<file path="config.mk">
export PLATFORM = sky130hd
export DESIGN_NAME = bnn_conv_sched_flat
export DESIGN_NICKNAME = d
export VERILOG_FILES = /design/src/rtl/bnn_pkg.sv /design/src/rtl/bnn_conv_sched_if.sv /design/src/rtl/bnn_rd_stream.sv /design/src/rtl/bnn_conv_sched.sv /design/src/flat_wrapper.sv
export SDC_FILE = /design/constraint.sdc
export NUM_CORES = 1
export LEC_CHECK = 0
export CORE_MARGIN = 2
export CORE_UTILIZATION = 45
export CTS_BUF_LIST = sky130_fd_sc_hd__clkbuf_4 sky130_fd_sc_hd__clkbuf_8
export DETAILED_ROUTE_END_ITERATION = 6
export GPL_TIMING_DRIVEN = 0
export HOLD_SLACK_MARGIN = 0.15
export PLACE_DENSITY = 0.79
export SYNTH_ARGS = -nofsm -noshare
export SYNTH_HDL_FRONTEND = slang
export SYNTH_SLANG_ARGS = --single-unit
</file>
<file path="constraint.sdc">
create_clock -name clk -period 2.7 [get_ports clk]
set_input_delay 0.54 -clock clk [delete_from_list [all_inputs] [get_ports clk]]
set_output_delay 0.54 -clock clk [all_outputs]
set_load 0.1 [all_outputs]
</file>
<file path="src/rtl/bnn_pkg.sv">
// bnn_pkg: shared constants and FSM encoding for the BNN layer scheduler.
// Holds the layer geometry (pixel and output counts), bus widths, the
// scheduler state encoding and small per-layer lookup helpers.
package bnn_pkg;

  localparam int K       = 5;
  localparam int KK      = 25;
  localparam int IMG_W0  = 28;
  localparam int IMG_W1  = 12;
  localparam int NPIX0   = 784;
  localparam int NPIX1   = 144;
  localparam int NOUT0   = 576;
  localparam int NOUT1   = 64;
  localparam int PIX_W   = 8;
  localparam int PADDR_W = 10;
  // Two 25-bit kernels sit back to back at addresses 0..49.
  // Reaching address 49 takes six address bits.
  localparam int WADDR_W = 6;
  localparam int CNT_W   = 10;

  typedef enum logic [2:0] {
    ST_IDLE,
    ST_LOAD_W,
    ST_STREAM,
    ST_DRAIN,
    ST_FIN
  } sched_state_t;

  // Number of input pixels streamed for the selected layer.
  function automatic logic [CNT_W-1:0] layer_npix(input logic l);
    return l ? CNT_W'(NPIX1) : CNT_W'(NPIX0);
  endfunction

  // Number of conv output beats a correct run produces for the layer.
  function automatic logic [CNT_W-1:0] layer_nout(input logic l);
    return l ? CNT_W'(NOUT1) : CNT_W'(NOUT0);
  endfunction

endpackage

</file>
<file path="src/rtl/bnn_conv_sched_if.sv">
// bnn_conv_sched_if: bundle of every scheduler signal except clk/rst.
// Covers the layer-sequencer handshake (start/layer/busy/done/err/res_count),
// the pixel buffer and weight ROM read ports, and the window/conv links.
// master = scheduler side, slave = surrounding environment.
interface bnn_conv_sched_if;
  import bnn_pkg::*;

  logic               start;
  logic               layer;
  logic               busy;
  logic               done;
  logic               err;
  logic [CNT_W-1:0]   res_count;
  logic               pix_rden;
  logic [PADDR_W-1:0] pix_raddr;
  logic [PIX_W-1:0]   pix_rdata;
  logic               w_rden;
  logic [WADDR_W-1:0] w_raddr;
  logic               w_rdata;
  logic               win_start;
  logic [PIX_W-1:0]   win_din;
  logic               win_state;
  logic               conv_start;
  logic               conv_weight_en;
  logic               conv_weight;
  logic               conv_state;
  logic               conv_ovalid;
  logic               conv_done;

  modport master (
    input  start, layer, pix_rdata, w_rdata, conv_ovalid, conv_done,
    output busy, done, err, res_count, pix_rden, pix_raddr, w_rden, w_raddr,
           win_start, win_din, win_state, conv_start, conv_weight_en,
           conv_weight, conv_state
  );

  modport slave (
    output start, layer, pix_rdata, w_rdata, conv_ovalid, conv_done,
    input  busy, done, err, res_count, pix_rden, pix_raddr, w_rden, w_raddr,
           win_start, win_din, win_state, conv_start, conv_weight_en,
           conv_weight, conv_state
  );

endinterface

</file>
<file path="src/rtl/bnn_rd_stream.sv">
// bnn_rd_stream: generic addressed-read sequencer.
// A pulse on i_go issues i_len reads on consecutive cycles starting at
// i_base (o_rden/o_addr). o_valid marks the cycle each read's data is
// present on a 1-cycle-latency memory; o_last flags the final one.
// Ports: clk, rst (sync, active high), i_go, i_base, i_len,
//        o_rden, o_addr, o_valid, o_last.
module bnn_rd_stream #(
  parameter int AW = 10,
  parameter int LW = 10
) (
  input  logic          clk,
  input  logic          rst,
  input  logic          i_go,
  input  logic [AW-1:0] i_base,
  input  logic [LW-1:0] i_len,
  output logic          o_rden,
  output logic [AW-1:0] o_addr,
  output logic          o_valid,
  output logic          o_last
);

  logic          r_active;
  logic [AW-1:0] r_addr;
  logic [LW-1:0] r_left;
  logic          r_valid;
  logic          r_last;

  // r_left counts reads remaining after the current one, so the read
  // issued while it is zero is the last. valid/last trail rden by one
  // cycle to line up with the memory's registered data.
  always_ff @(posedge clk) begin
    if (rst) begin
      r_active <= 1'b0;
      r_addr   <= '0;
      r_left   <= '0;
      r_valid  <= 1'b0;
      r_last   <= 1'b0;
    end else begin
      r_valid <= r_active;
      r_last  <= r_active && (r_left == '0);
      if (i_go) begin
        r_active <= 1'b1;
        r_addr   <= i_base;
        r_left   <= i_len - LW'(1);
      end else if (r_active) begin
        if (r_left == '0) begin
          r_active <= 1'b0;
        end else begin
          r_addr <= r_addr + AW'(1);
          r_left <= r_left - LW'(1);
        end
      end
    end
  end

  assign o_rden  = r_active;
  assign o_addr  = r_addr;
  assign o_valid = r_valid;
  assign o_last  = r_last;

endmodule

</file>
<file path="src/rtl/bnn_conv_sched.sv">
// bnn_conv_sched: per-layer scheduler for the BNN window/conv pair.
// Loads the 25-bit kernel of the selected layer into conv, streams the
// layer's input pixels into window, counts conv output beats and reports
// done/err. Ports: clk, rst (sync, active high), bus (master modport of
// bnn_conv_sched_if carrying all handshake, memory and engine signals).
module bnn_conv_sched
  import bnn_pkg::*;
(
  input  logic              clk,
  input  logic              rst,
  bnn_conv_sched_if.master  bus
);

  sched_state_t     r_state;
  logic             r_layer;
  logic             r_busy;
  logic             r_done;
  logic             r_err;
  logic             r_early;
  logic [CNT_W-1:0] r_count;

  logic               w_accept;
  logic [WADDR_W-1:0] w_wBase;
  logic               w_wRden;
  logic [WADDR_W-1:0] w_wAddr;
  logic               w_wValid;
  logic               w_wLast;
  logic               w_pGo;
  logic               w_pRden;
  logic [PADDR_W-1:0] w_pAddr;
  logic               w_pValid;
  logic               w_pLast;
  logic [CNT_W-1:0]   w_countNext;

  // The weight reader starts on the accept edge itself so its first read
  // lines up with busy rising; base comes from the live layer input.
  assign w_accept = (r_state == ST_IDLE) && bus.start;
  assign w_wBase  = bus.layer ? WADDR_W'(KK) : '0;
  assign w_pGo    = (r_state == ST_LOAD_W) && w_wValid && w_wLast;

  bnn_rd_stream #(.AW(WADDR_W), .LW(CNT_W)) u_wRd (
    .clk     (clk),
    .rst     (rst),
    .i_go    (w_accept),
    .i_base  (w_wBase),
    .i_len   (CNT_W'(KK)),
    .o_rden  (w_wRden),
    .o_addr  (w_wAddr),
    .o_valid (w_wValid),
    .o_last  (w_wLast)
  );

  bnn_rd_stream #(.AW(PADDR_W), .LW(CNT_W)) u_pRd (
    .clk     (clk),
    .rst     (rst),
    .i_go    (w_pGo),
    .i_base  ('0),
    .i_len   (layer_npix(r_layer)),
    .o_rden  (w_pRden),
    .o_addr  (w_pAddr),
    .o_valid (w_pValid),
    .o_last  (w_pLast)
  );

  // Saturating output-beat count; only beats seen while busy are counted.
  assign w_countNext = (r_busy && bus.conv_ovalid && (r_count != '1)) ?
                       r_count + CNT_W'(1) : r_count;

  // The count is cleared on accept and otherwise holds its last value
  // so the sequencer can read it after done.
  always_ff @(posedge clk) begin
    if (rst) begin
      r_count <= '0;
    end else if (w_accept) begin
      r_count <= '0;
    end else begin
      r_count <= w_countNext;
    end
  end

  // Layer FSM. A conv_done seen while pixels are still streaming is
  // remembered in r_early: streaming still finishes, DRAIN then falls
  // straight through, and err is forced at completion.
  always_ff @(posedge clk) begin
    if (rst) begin
      r_state <= ST_IDLE;
      r_layer <= 1'b0;
      r_busy  <= 1'b0;
      r_done  <= 1'b0;
      r_err   <= 1'b0;
      r_early <= 1'b0;
    end else begin
      r_done <= 1'b0;
      case (r_state)
        ST_IDLE: begin
          if (bus.start) begin
            r_layer <= bus.layer;
            r_err   <= 1'b0;
            r_early <= 1'b0;
            r_busy  <= 1'b1;
            r_state <= ST_LOAD_W;
          end
        end
        ST_LOAD_W: begin
          if (w_pGo) r_state <= ST_STREAM;
        end
        ST_STREAM: begin
          if (bus.conv_done) r_early <= 1'b1;
          if (w_pValid && w_pLast) r_state <= ST_DRAIN;
        end
        ST_DRAIN: begin
          if (bus.conv_done || r_early) begin
            r_done  <= 1'b1;
            r_err   <= r_early || (w_countNext != layer_nout(r_layer));
            r_state <= ST_FIN;
          end
        end
        ST_FIN: begin
          r_busy  <= 1'b0;
          r_state <= ST_IDLE;
        end
        default: r_state <= ST_IDLE;
      endcase
    end
  end

  assign bus.busy           = r_busy;
  assign bus.done           = r_done;
  assign bus.err            = r_err;
  assign bus.res_count      = r_count;
  assign bus.w_rden         = w_wRden;
  assign bus.w_raddr        = w_wAddr;
  assign bus.conv_weight_en = w_wValid;
  assign bus.conv_weight    = w_wValid & bus.w_rdata;
  assign bus.pix_rden       = w_pRden;
  assign bus.pix_raddr      = w_pAddr;
  // Memory data is already registered; gating keeps win_din quiet between pixels.
  assign bus.win_din        = w_pValid ? bus.pix_rdata : '0;
  assign bus.win_start      = (r_state == ST_STREAM) || (r_state == ST_DRAIN);
  assign bus.conv_start     = (r_state == ST_STREAM) || (r_state == ST_DRAIN);
  assign bus.win_state      = r_layer;
  assign bus.conv_state     = r_layer;

endmodule

</file>
<file path="src/flat_wrapper.sv">
// flat-port wrapper written by rule: the top's interface ports become plain ports
module bnn_conv_sched_flat import bnn_pkg::*;
  (clk, rst, bus_start, bus_layer, bus_pix_rdata, bus_w_rdata, bus_conv_ovalid, bus_conv_done, bus_busy, bus_done, bus_err, bus_res_count, bus_pix_rden, bus_pix_raddr, bus_w_rden, bus_w_raddr, bus_win_start, bus_win_din, bus_win_state, bus_conv_start, bus_conv_weight_en, bus_conv_weight, bus_conv_state);
  bnn_conv_sched_if bus_i ();
  input  logic clk;
  input  logic rst;
  input wire logic [$bits(bus_i.start)-1:0] bus_start;
  input wire logic [$bits(bus_i.layer)-1:0] bus_layer;
  input wire logic [$bits(bus_i.pix_rdata)-1:0] bus_pix_rdata;
  input wire logic [$bits(bus_i.w_rdata)-1:0] bus_w_rdata;
  input wire logic [$bits(bus_i.conv_ovalid)-1:0] bus_conv_ovalid;
  input wire logic [$bits(bus_i.conv_done)-1:0] bus_conv_done;
  output wire logic [$bits(bus_i.busy)-1:0] bus_busy;
  output wire logic [$bits(bus_i.done)-1:0] bus_done;
  output wire logic [$bits(bus_i.err)-1:0] bus_err;
  output wire logic [$bits(bus_i.res_count)-1:0] bus_res_count;
  output wire logic [$bits(bus_i.pix_rden)-1:0] bus_pix_rden;
  output wire logic [$bits(bus_i.pix_raddr)-1:0] bus_pix_raddr;
  output wire logic [$bits(bus_i.w_rden)-1:0] bus_w_rden;
  output wire logic [$bits(bus_i.w_raddr)-1:0] bus_w_raddr;
  output wire logic [$bits(bus_i.win_start)-1:0] bus_win_start;
  output wire logic [$bits(bus_i.win_din)-1:0] bus_win_din;
  output wire logic [$bits(bus_i.win_state)-1:0] bus_win_state;
  output wire logic [$bits(bus_i.conv_start)-1:0] bus_conv_start;
  output wire logic [$bits(bus_i.conv_weight_en)-1:0] bus_conv_weight_en;
  output wire logic [$bits(bus_i.conv_weight)-1:0] bus_conv_weight;
  output wire logic [$bits(bus_i.conv_state)-1:0] bus_conv_state;
  assign bus_i.start = bus_start;
  assign bus_i.layer = bus_layer;
  assign bus_i.pix_rdata = bus_pix_rdata;
  assign bus_i.w_rdata = bus_w_rdata;
  assign bus_i.conv_ovalid = bus_conv_ovalid;
  assign bus_i.conv_done = bus_conv_done;
  assign bus_busy = bus_i.busy;
  assign bus_done = bus_i.done;
  assign bus_err = bus_i.err;
  assign bus_res_count = bus_i.res_count;
  assign bus_pix_rden = bus_i.pix_rden;
  assign bus_pix_raddr = bus_i.pix_raddr;
  assign bus_w_rden = bus_i.w_rden;
  assign bus_w_raddr = bus_i.w_raddr;
  assign bus_win_start = bus_i.win_start;
  assign bus_win_din = bus_i.win_din;
  assign bus_win_state = bus_i.win_state;
  assign bus_conv_start = bus_i.conv_start;
  assign bus_conv_weight_en = bus_i.conv_weight_en;
  assign bus_conv_weight = bus_i.conv_weight;
  assign bus_conv_state = bus_i.conv_state;
  bnn_conv_sched u_core (.clk(clk), .rst(rst), .bus(bus_i));
endmodule
</file>
==> out/metrics.yaml, run 1 <==
final_antenna_net_count: 0
start_util: 0.467
final-setup-viol-count: 0
period_minus_slack_ps: 2630
fin_cells: 503
hold_path_class: "reg2reg"
nFillCells: 585
finalWirelength_um: 6820
grt_setup_unrepaired: "no"
die-area_um2: 7260
first_pass_iters: 4
synth_edf_count: 0
hpwl_um: 4930
end_kind: "output port"
synth_ff_type: "dfxtp_1"
synth_cell_type_count: 51
cp.required_ps: 2160
seq_area_frac_synth: 0.405
cts_tree: "yes"
place_inst: 487
cap_violations: 0
n_antenna_cell: 0
final.setup.tns_ps: 0
via_per_inst: 5.55
rr_worst_depth: 8
gp_congestion: 0.882
cp_cell_sequence: "buf_4, clkdlybuf4s50_1"
cts_hold_buf: 0
grt_pass1_wl_um: 11500
clockBufferDepth: 2
p_leak_nw: 1.42
cp-startpoint: "u_core.bus.conv_state"
core_area_um2: 6350
drc: 0
cp_slowest_stage_delay_ps: 1110
clk_latency_ps: 340
async_flop_share: 0
synth_top_family_by_area: "simple AND/OR/NAND/NOR gates"
grt_usage: 0.195
cts.sinks: 60
root_buffer: "clkbuf_8"
status: "finished, final reports clean"
syn_avg_cell_area_um2: 8.43
ir_drop_uv: 355
synth_cells: 352
period_share: 0.973
synth_top_area_share: 0.405
grt_max_degree: 11
totalPowerFinal_mw: 1.97
placementRows: 29
worst_setup_path_start_kind: "register"
ys_ff_latch: 60
tightest_slew_ps: 993
post-route-util: 0.602
r2r_slack_ps: 180
io_pins: 60
synth-simple-area-share: 0.280
cp_slowest_cell: "clkdlybuf4s50_1"
dp_slack_ps: -101
ys_warn_count: 0
io_buffers: 58
fmax_mhz: 381
relSlewSlack: 0.336
cts_buffers: 9
area_growth_syn_to_layout_pct: 28.8
crit_type: "reg2out"
holdWs_ps: 511
drive_gt1_frac: 0.0751
drtIter0Drc: 134
synth.largest_area_cell: "dfxtp_1"
wire_per_inst_um: 13.6
seq_area_um2: 1200
r2r_end: "u_core.u_pRd.r_left[4]"
cts_setup_buffers: 0
grt_pass1_vias: 2490
vias: 2794
finalNetCount: 441
r2r-start: "u_core.r_state[2]"
synthAdderAreaFrac: 0.0211
arrival_ps: 2090
grt_remaining_overflow: 0
power_density_nw_per_um2: 515
fin_area_um2: 3820
critPathCapture: "bus_win_state"
layout_commonest_cell: "dfxtp_1"
maxSlewViolCount: 0
fp.dieW_um: 85.2
synthTopCellsByArea: "dfxtp_1 40%, nor2_1 5.6%, xnor2_1 5.3%, a21oi_1 4.2%, nand2_1 3.9%"
multiInputGateArea_um2: 1670
finalHoldViolations: 0
antenna_found_initial: 0
h-tree-depth: 3
fin_ws_ps: 73.1
synth_area_um2: 2970
yosys.area_share.xor_xnor: 0.0856
die_y_um: 85.2
syn_nets: 372
skew_ps: 5.90
path_clk_slew_ps: 70
path_max_fanout: 7
synth_compound_area_frac: 0.164
synth.area.mux_share: 0.0101
layout_common_cells: "59 x dfxtp_1, 47 x clkdlybuf4s50_1, 43 x nor2_1, 31 x nand2_1, 25 x a21oi_1"
place_area_um2: 3650
[cell type report]
type,count,share of cell area
multi-input cells,268,0.436
flip-flops and latches,60,0.315
repair buffers,58,0.148
clock buffers,12,0.0432
well taps,77,0.0252
plain buffers,20,0.0226
clock inverters,4,0.00589
inverters,4,0.00393
[metal layers]
layer / GRT usage / vias to the layer above / share of wire
li1: - / 1409 / -
met4: 0.0823 / 0 / 0.022
met3: 0.0467 / 14 / 0.053
met2: 0.307 / 94 / 0.47
met5: 0 / - / 0
met1: 0.257 / 1277 / 0.46
[synthesized netlist by cell type, drive strengths merged (3+ instances only)]
master,n
a211oi,5
or3,5
mux2i,3
xnor2,18
and4,4
dfxtp,60
and2,12
nor4,6
nand4,8
a2111oi,5
nand3,8
nor2b,3
nand2b,3
o21ai,6
a31oi,8
ha,5
clkbuf,14
buf,6
nor2,44
nor3,19
or4,4
and3,6
inv,4
a21oi,25
o21bai,3
nand2,31
xor2,11
[critical path: cells and delay by family, from the launching register on]
kind     cells  cell delay [ps]
buf+inv      2             1270
flops        1              470
[report_power, final]
part | leakage (nW) | internal [mW] | switching (mW)
registers | 0.486 | 0.910 | 0.0313
logic | 0.837 | 0.0940 | 0.180
clock network | 0.0982 | 0.403 | 0.350
total | 1.42 | 1.41 | 0.561
[registers in the layout, summed over array words and instances, names as in the netlist]
signal,cells
u_core.bus.busy,1
u_core.bus.conv_state,1
u_core.bus.done,1
u_core.bus.err,1
u_core.bus.res_count,10
u_core.r_early,1
u_core.r_state,3
u_core.u_pRd.o_addr,10
u_core.u_pRd.o_last,1
u_core.u_pRd.o_rden,1
u_core.u_pRd.o_valid,1
u_core.u_pRd.r_left,10
u_core.u_wRd.o_addr,6
u_core.u_wRd.o_last,1
u_core.u_wRd.o_rden,1
u_core.u_wRd.o_valid,1
u_core.u_wRd.r_left,10
[worst min-delay path by stage]
stage                                   to  cells after the start                   start
floorplan           u_core.u_wRd.r_left[8]                      2  u_core.u_wRd.r_left[9]
global placement    u_core.u_wRd.o_addr[1]                      2  u_core.u_wRd.o_addr[1]
detailed placement  u_core.u_wRd.r_left[1]                      2  u_core.u_wRd.r_left[1]
CTS                 u_core.u_wRd.r_left[1]                      2  u_core.u_wRd.r_left[1]
global route        u_core.u_wRd.r_left[8]                      2  u_core.u_wRd.r_left[9]
finish              u_core.u_wRd.r_left[1]                      2  u_core.u_wRd.r_left[1]
[cell families (layout without fill, tap and decap cells)]
group	after synthesis	count (layout)
fa+ha+maj	5	5
simple gates	162	162
xor+xnor	29	29
flops	60	60
mux	3	3
compound gates	69	69
buf+inv	24	98
[repair_timing]
action                                 in CTS  in global routing
endpoints found under the hold margin       0                  0
setup endpoints to repair                  11                  1
gates resized for setup                    12                  1
pin swaps                                   0                  0
No activity file was read; power rests on OpenSTA's default activity.
==> inputs of run 2 (changes only) <==
CORE_MARGIN = not set   (was 2)
clock period = 3.3 ns   (was 2.7 ns; I/O delays follow)
==> out/metrics.yaml, run 2 (synthesis results as in run 1) <==
period_minus_slack_ps: 3130
area_growth_syn_to_layout_pct: 29.3  # was 28.8%
grt_max_degree: 11  # unchanged
skew_ps: 12.4  # was 5.90 ps
clk_latency_ps: 340  # about the same
seqPwrFrac: 0.474  # was 0.478
core_area_um2: 6350  # unchanged
finalWirelength_um: 6600  # was 6820 um
finalHoldViolations: 0  # unchanged
worst_setup_path_start_kind: "register"  # unchanged
end_kind: "output port"  # unchanged
totalPowerFinal_mw: 1.63  # was 1.97 mW
antenna_found_initial: 0  # unchanged
period_share: 0.949
hpwl_um: 4710  # was 4930 um
h-tree-depth: 3  # unchanged
min_from: "u_core.u_wRd.o_addr[1]"  # was u_core.u_wRd.r_left[1]
final.setup.tns_ps: 0  # unchanged
grt_pass1_wl_um: 11200  # was 11500 um
cap_violations: 0  # unchanged
rr_worst_depth: 8  # unchanged
layout_commonest_cell: "dfxtp_1"  # unchanged
finalNetCount: 441  # unchanged
nFillCells: 574  # was 585
cp.required_ps: 2640  # was 2160 ps
placementRows: 29  # unchanged
start_util: 0.467  # unchanged
final_antenna_net_count: 0  # unchanged
grt_remaining_overflow: 0  # unchanged
layout_common_cells: "60 x dfxtp_1, 58 x clkdlybuf4s50_1, 44 x nor2_1, 31 x nand2_1, 25 x a21oi_1"  # was 59 x dfxtp_1, 47 x clkdlybuf4s50_1, 43 x nor2_1, 31 x nand2_1, 25 x a21oi_1
grt_usage: 0.199  # was 0.195
n_antenna_cell: 0  # unchanged
tightest_slew_ps: 978  # was 993 ps
final-setup-viol-count: 0  # unchanged
drtIter0Drc: 124  # was 134
io_buffers: 58  # unchanged
post_cts_resized: 0  # was 12
die_y_um: 83.2  # was 85.2 um
arrival_ps: 2470  # was 2090 ps
cts_buffers: 9  # unchanged
p_leak_nw: 1.38  # was 1.42 nW
relSlewSlack: 0.346  # was 0.336
hold_path_depth: 2  # unchanged
r2r_slack_ps: 850  # was 180 ps
multiInputGateArea_um2: 1670  # about the same
combPwrFrac: 0.138  # was 0.139
io_pins: 60  # unchanged
wire_per_inst_um: 13.1  # was 13.6 um
first_pass_iters: 4  # unchanged
cts_hold_buf: 0  # unchanged
status: "finished, final reports clean"  # unchanged
path_max_fanout: 8  # was 7
hold_path_class: "reg2reg"  # unchanged
cts_tree: "yes"  # unchanged
p_sw_frac: 0.274  # was 0.285
ir_drop_uv: 281  # was 355 uV
via_per_inst: 5.43  # was 5.55
drive_gt1_frac: 0.0681  # was 0.0751
gp_congestion: 0.887  # was 0.882
fmax_mhz: 319
drc: 0  # unchanged
die-area_um2: 6920  # was 7260 um^2
power_density_nw_per_um2: 424  # was 515 nW/um^2
root_buffer: "clkbuf_8"  # unchanged
seq_area_um2: 1200  # about the same
grt_setup_unrepaired: "no"  # unchanged
crit_type: "reg2out"  # unchanged
clockBufferDepth: 2  # unchanged
cts_setup_buffers: 0  # unchanged
cts.sinks: 60  # unchanged
maxSlewViolCount: 0  # unchanged
clockPowerShare: 0.388  # was 0.383
power.internal_mw: 1.18  # was 1.41 mW
fp.dieW_um: 83.2  # was 85.2 um
hold_path_end: "u_core.u_wRd.o_addr[1]"  # was u_core.u_wRd.r_left[1]
r2r_end: "u_core.u_pRd.r_left[4]"  # unchanged
r2r-start: "u_core.r_state[2]"  # unchanged
grt_pass1_vias: 2495  # was 2490
vias: 2730  # was 2794
p_switching_mw: 0.445  # was 0.561 mW
path_clk_slew_ps: 60  # was 70 ps
[run 2: changes by cell type in the layout (fill, tap and decap cells not counted), sizes merged]
cell	previous run	this run
buf	7	6
clkdlybuf4s50	47	58
clkdlybuf4s15	1	0
clkinvlp	1	0
clkbuf	26	29
dlygate4sd2	9	0
clkinv	3	1
[run 2: worst max-delay path by stage]
stage	startpoint	depth (start not counted)	slack [ps]	endpoint
2_1_floorplan	u_core.r_state[1]	4	240	bus_win_start
5_1_grt	u_core.r_state[1]	5	40	bus_win_start
6_report	u_core.r_state[1]	5	170	bus_win_start
3_3_place_gp	bus_pix_rdata[0]	3	290	bus_win_din[0]
3_5_place_dp	bus_pix_rdata[3]	3	270	bus_win_din[3]
4_1_cts	u_core.r_state[1]	5	160	bus_win_start
[run 2: worst max-delay path, stage by stage (launching register included)]
cell	delay, ps
dfxtp_1	300
clkbuf_1	250
inv_1	160
nor2_1	170
buf_4	130
clkdlybuf4s50_1	1110
[run 2: layout make-up]
cell class / instances / share of cell area
Clock inverter: 1 / 0.00130
Multi-Input combinational cell: 268 / 0.434
Tap cell: 77 / 0.0251
Timing Repair Buffer: 58 / 0.151
Clock buffer: 15 / 0.0489
Inverter: 4 / 0.00391
Sequential cell: 60 / 0.313
Buffer: 20 / 0.0225
[run 2: layer usage]
metal	wire length (um)	global-route usage	vias to the layer above	share of wire
met1	3130	0.248	1240	0.47
met2	3040	0.324	71	0.46
li1	-	-	1409	-
met4	102	0.0862	0	0.015
met5	0	0	-	0
met3	329	0.0487	10	0.050
[run 2: power groups by stage]
stage | Sequential [mW] | Clock [mW] | Combinational (mW)
6_report | 0.770 | 0.631 | 0.224
4_1_cts | 0.770 | 0.639 | 0.225
2_1_floorplan | 0.841 | 0 | 0.107
3_3_place_gp | 0.785 | 0 | 0.220
3_5_place_dp | 0.786 | 0 | 0.223
5_1_grt | 0.773 | 0.685 | 0.241
[run 2: per-stage QoR]
stage | cells | utilization | cell area (um^2) | hold WS [ps] | setup slack, ps
2_1_floorplan | 352 | - | 2970 | 475 | 239
3_3_place_gp | 487 | 0.574 | 3640 | 482 | 289
3_5_place_dp | 487 | 0.574 | 3640 | 501 | 274
4_1_cts | 503 | 0.604 | 3840 | 513 | 163
5_1_grt | 503 | 0.604 | 3840 | 543 | 41.0
6_report | 503 | 0.604 | 3840 | 514 | 170
==> inputs of run 3 (changes only) <==
GPL_TIMING_DRIVEN = 1   (was 0)
==> out/metrics.yaml, run 3 (synthesis results as in run 1) <==
post_cts_resized: 0  # unchanged
cp_slowest_stage_delay_ps: 530  # was 1110 ps
combPwrFrac: 0.136  # was 0.138
cts_buffers: 9  # unchanged
gp_congestion: 0.870  # was 0.887
grt_setup_unrepaired: "no"  # unchanged
layout_commonest_cell: "dfxtp_1"  # unchanged
clk_latency_ps: 340  # about the same
cts_setup_buffers: 0  # unchanged
cap_violations: 0  # unchanged
n_antenna_cell: 0  # unchanged
relSlewSlack: 0.620  # was 0.346
period_share: 0.714  # was 0.949
fmax_mhz: 424  # was 319 MHz
p_switching_mw: 0.462  # was 0.445 mW
hpwl_um: 4600  # was 4710 um
cp-startpoint: "u_core.r_state[0]"  # was u_core.r_state[1]
power_density_nw_per_um2: 441  # was 424 nW/um^2
tightest_slew_ps: 563  # was 978 ps
placementRows: 29  # unchanged
io_buffers: 59  # was 58
period_minus_slack_ps: 2360  # was 3130 ps
start_util: 0.467  # unchanged
core_area_um2: 6350  # unchanged
first_pass_iters: 4  # unchanged
cts_tree: "yes"  # unchanged
r2r-start: "u_core.r_state[0]"  # was u_core.r_state[2]
die-area_um2: 6920  # unchanged
drc: 0  # unchanged
skew_ps: 8.49  # was 12.4 ps
clockBufferDepth: 2  # unchanged
final_antenna_net_count: 0  # unchanged
drive_gt1_frac: 0.180  # was 0.0681
wire_per_inst_um: 13.3  # was 13.1 um
final-setup-viol-count: 0  # unchanged
vias: 2715  # was 2730
p_sw_frac: 0.284  # was 0.274
h-tree-depth: 3  # unchanged
end_kind: "register"  # was output port
cp.required_ps: 3530  # was 2640 ps
layout_common_cells: "60 x dfxtp_1, 50 x buf_4, 44 x nor2_1, 31 x nand2_1, 25 x a21oi_1"  # was 60 x dfxtp_1, 58 x clkdlybuf4s50_1, 44 x nor2_1, 31 x nand2_1, 25 x a21oi_1
crit_type: "reg2reg"  # was reg2out
grt_pass1_vias: 2425  # was 2495
finalNetCount: 427  # was 441
fp.dieW_um: 83.2  # unchanged
cp_cell_sequence: "nand3_1, or3_1, nand2_1, ha_1, nor4b_1, a2111oi_2, a21o_1"  # was clkbuf_1, inv_1, nor2_1, buf_4, clkdlybuf4s50_1
cts_hold_buf: 0  # unchanged
grt_max_degree: 27  # was 11
hold_path_class: "reg2reg"  # unchanged
cp_slowest_cell: "or3_1"  # was clkdlybuf4s50_1
drtIter0Drc: 112  # was 124
antenna_found_initial: 0  # unchanged
io_pins: 60  # unchanged
seqPwrFrac: 0.474  # about the same
status: "finished, final reports clean"  # unchanged
arrival_ps: 2590  # was 2470 ps
worst_setup_path_start_kind: "register"  # unchanged
p_leak_nw: 1.44  # was 1.38 nW
grt_pass1_wl_um: 11000  # was 11200 um
r2r_slack_ps: 940  # was 850 ps
ir_drop_uv: 239  # was 281 uV
totalPowerFinal_mw: 1.63  # about the same
clockPowerShare: 0.390  # was 0.388
grt_usage: 0.195  # was 0.199
via_per_inst: 5.55  # was 5.43
path_max_fanout: 14  # was 8
die_y_um: 83.2  # unchanged
power.internal_mw: 1.16  # was 1.18 mW
finalHoldViolations: 0  # unchanged
root_buffer: "clkbuf_8"  # unchanged
maxSlewViolCount: 0  # unchanged
finalWirelength_um: 6510  # was 6600 um
path_clk_slew_ps: 70  # was 60 ps
grt_remaining_overflow: 0  # unchanged
r2r_end: "u_core.u_pRd.r_left[4]"  # unchanged
critPathCapture: "u_core.u_pRd.r_left[4]"  # was bus_win_start
final.setup.tns_ps: 0  # unchanged
area_growth_syn_to_layout_pct: 24.2  # was 29.3%
rr_worst_depth: 7  # was 8
cts.sinks: 60  # unchanged
[run 3: metrics by stage]
step                cells  hold WS (ps)  worst slack, ps   util  instance area (um^2)
floorplan             352           475              239      -                  2970
global placement      473           481              758  0.550                  3490
detailed placement    473           495              767  0.550                  3490
CTS                   489           503              971  0.580                  3680
global route          489           531              700  0.580                  3680
finish                489           510              943  0.580                  3680
[run 3: cell type report]
type / count / area [um^2]
clock buffer: 9 / 124
tap: 77 / 96.3
timing repair buffer: 64 / 515
fill: 594 / 2670
multi-input combinational: 268 / 1670
inverter: 4 / 15.0
sequential: 60 / 1200
clock inverter: 7 / 67.6
[run 3: worst min path at each step]
| stage | from | end | slack, ps | cells past startpoint |
|---|---|---|---|---|
| finish | u_core.u_wRd.r_left[1] | u_core.u_wRd.r_left[1] | 510 | 2 |
| global route | u_core.u_wRd.o_addr[1] | u_core.u_wRd.o_addr[1] | 530 | 2 |
| CTS | u_core.u_wRd.r_left[9] | u_core.u_wRd.r_left[8] | 500 | 2 |
| detailed placement | u_core.u_wRd.r_left[9] | u_core.u_wRd.r_left[8] | 500 | 2 |
| global placement | u_core.u_wRd.o_addr[1] | u_core.u_wRd.o_addr[1] | 480 | 2 |
| floorplan | u_core.u_wRd.r_left[9] | u_core.u_wRd.r_left[8] | 470 | 2 |
[run 3: routing by layer]
metal,wire (um),track usage
met5,0,0
met4,108,0.0862
met3,434,0.0507
met2,2940,0.299
met1,3020,0.259
[run 3: worst max-delay path: cells and delay by family, from the launching register on]
kind | cells | cell delay (ps)
AND/OR/NAND/NOR | 4 | 1270
AO/OA/AOI/OAI | 2 | 280
flip-flops | 1 | 410
adder cells (fa/ha/maj) | 1 | 300
[run 3: power groups by stage]
stage / logic (mW) / registers, mW / clock network, mW
after floorplan: 0.107 / 0.841 / 0
after global placement: 0.217 / 0.785 / 0
after detailed placement: 0.220 / 0.786 / 0
after CTS: 0.221 / 0.769 / 0.653
after global routing: 0.237 / 0.773 / 0.687
final: 0.221 / 0.770 / 0.634
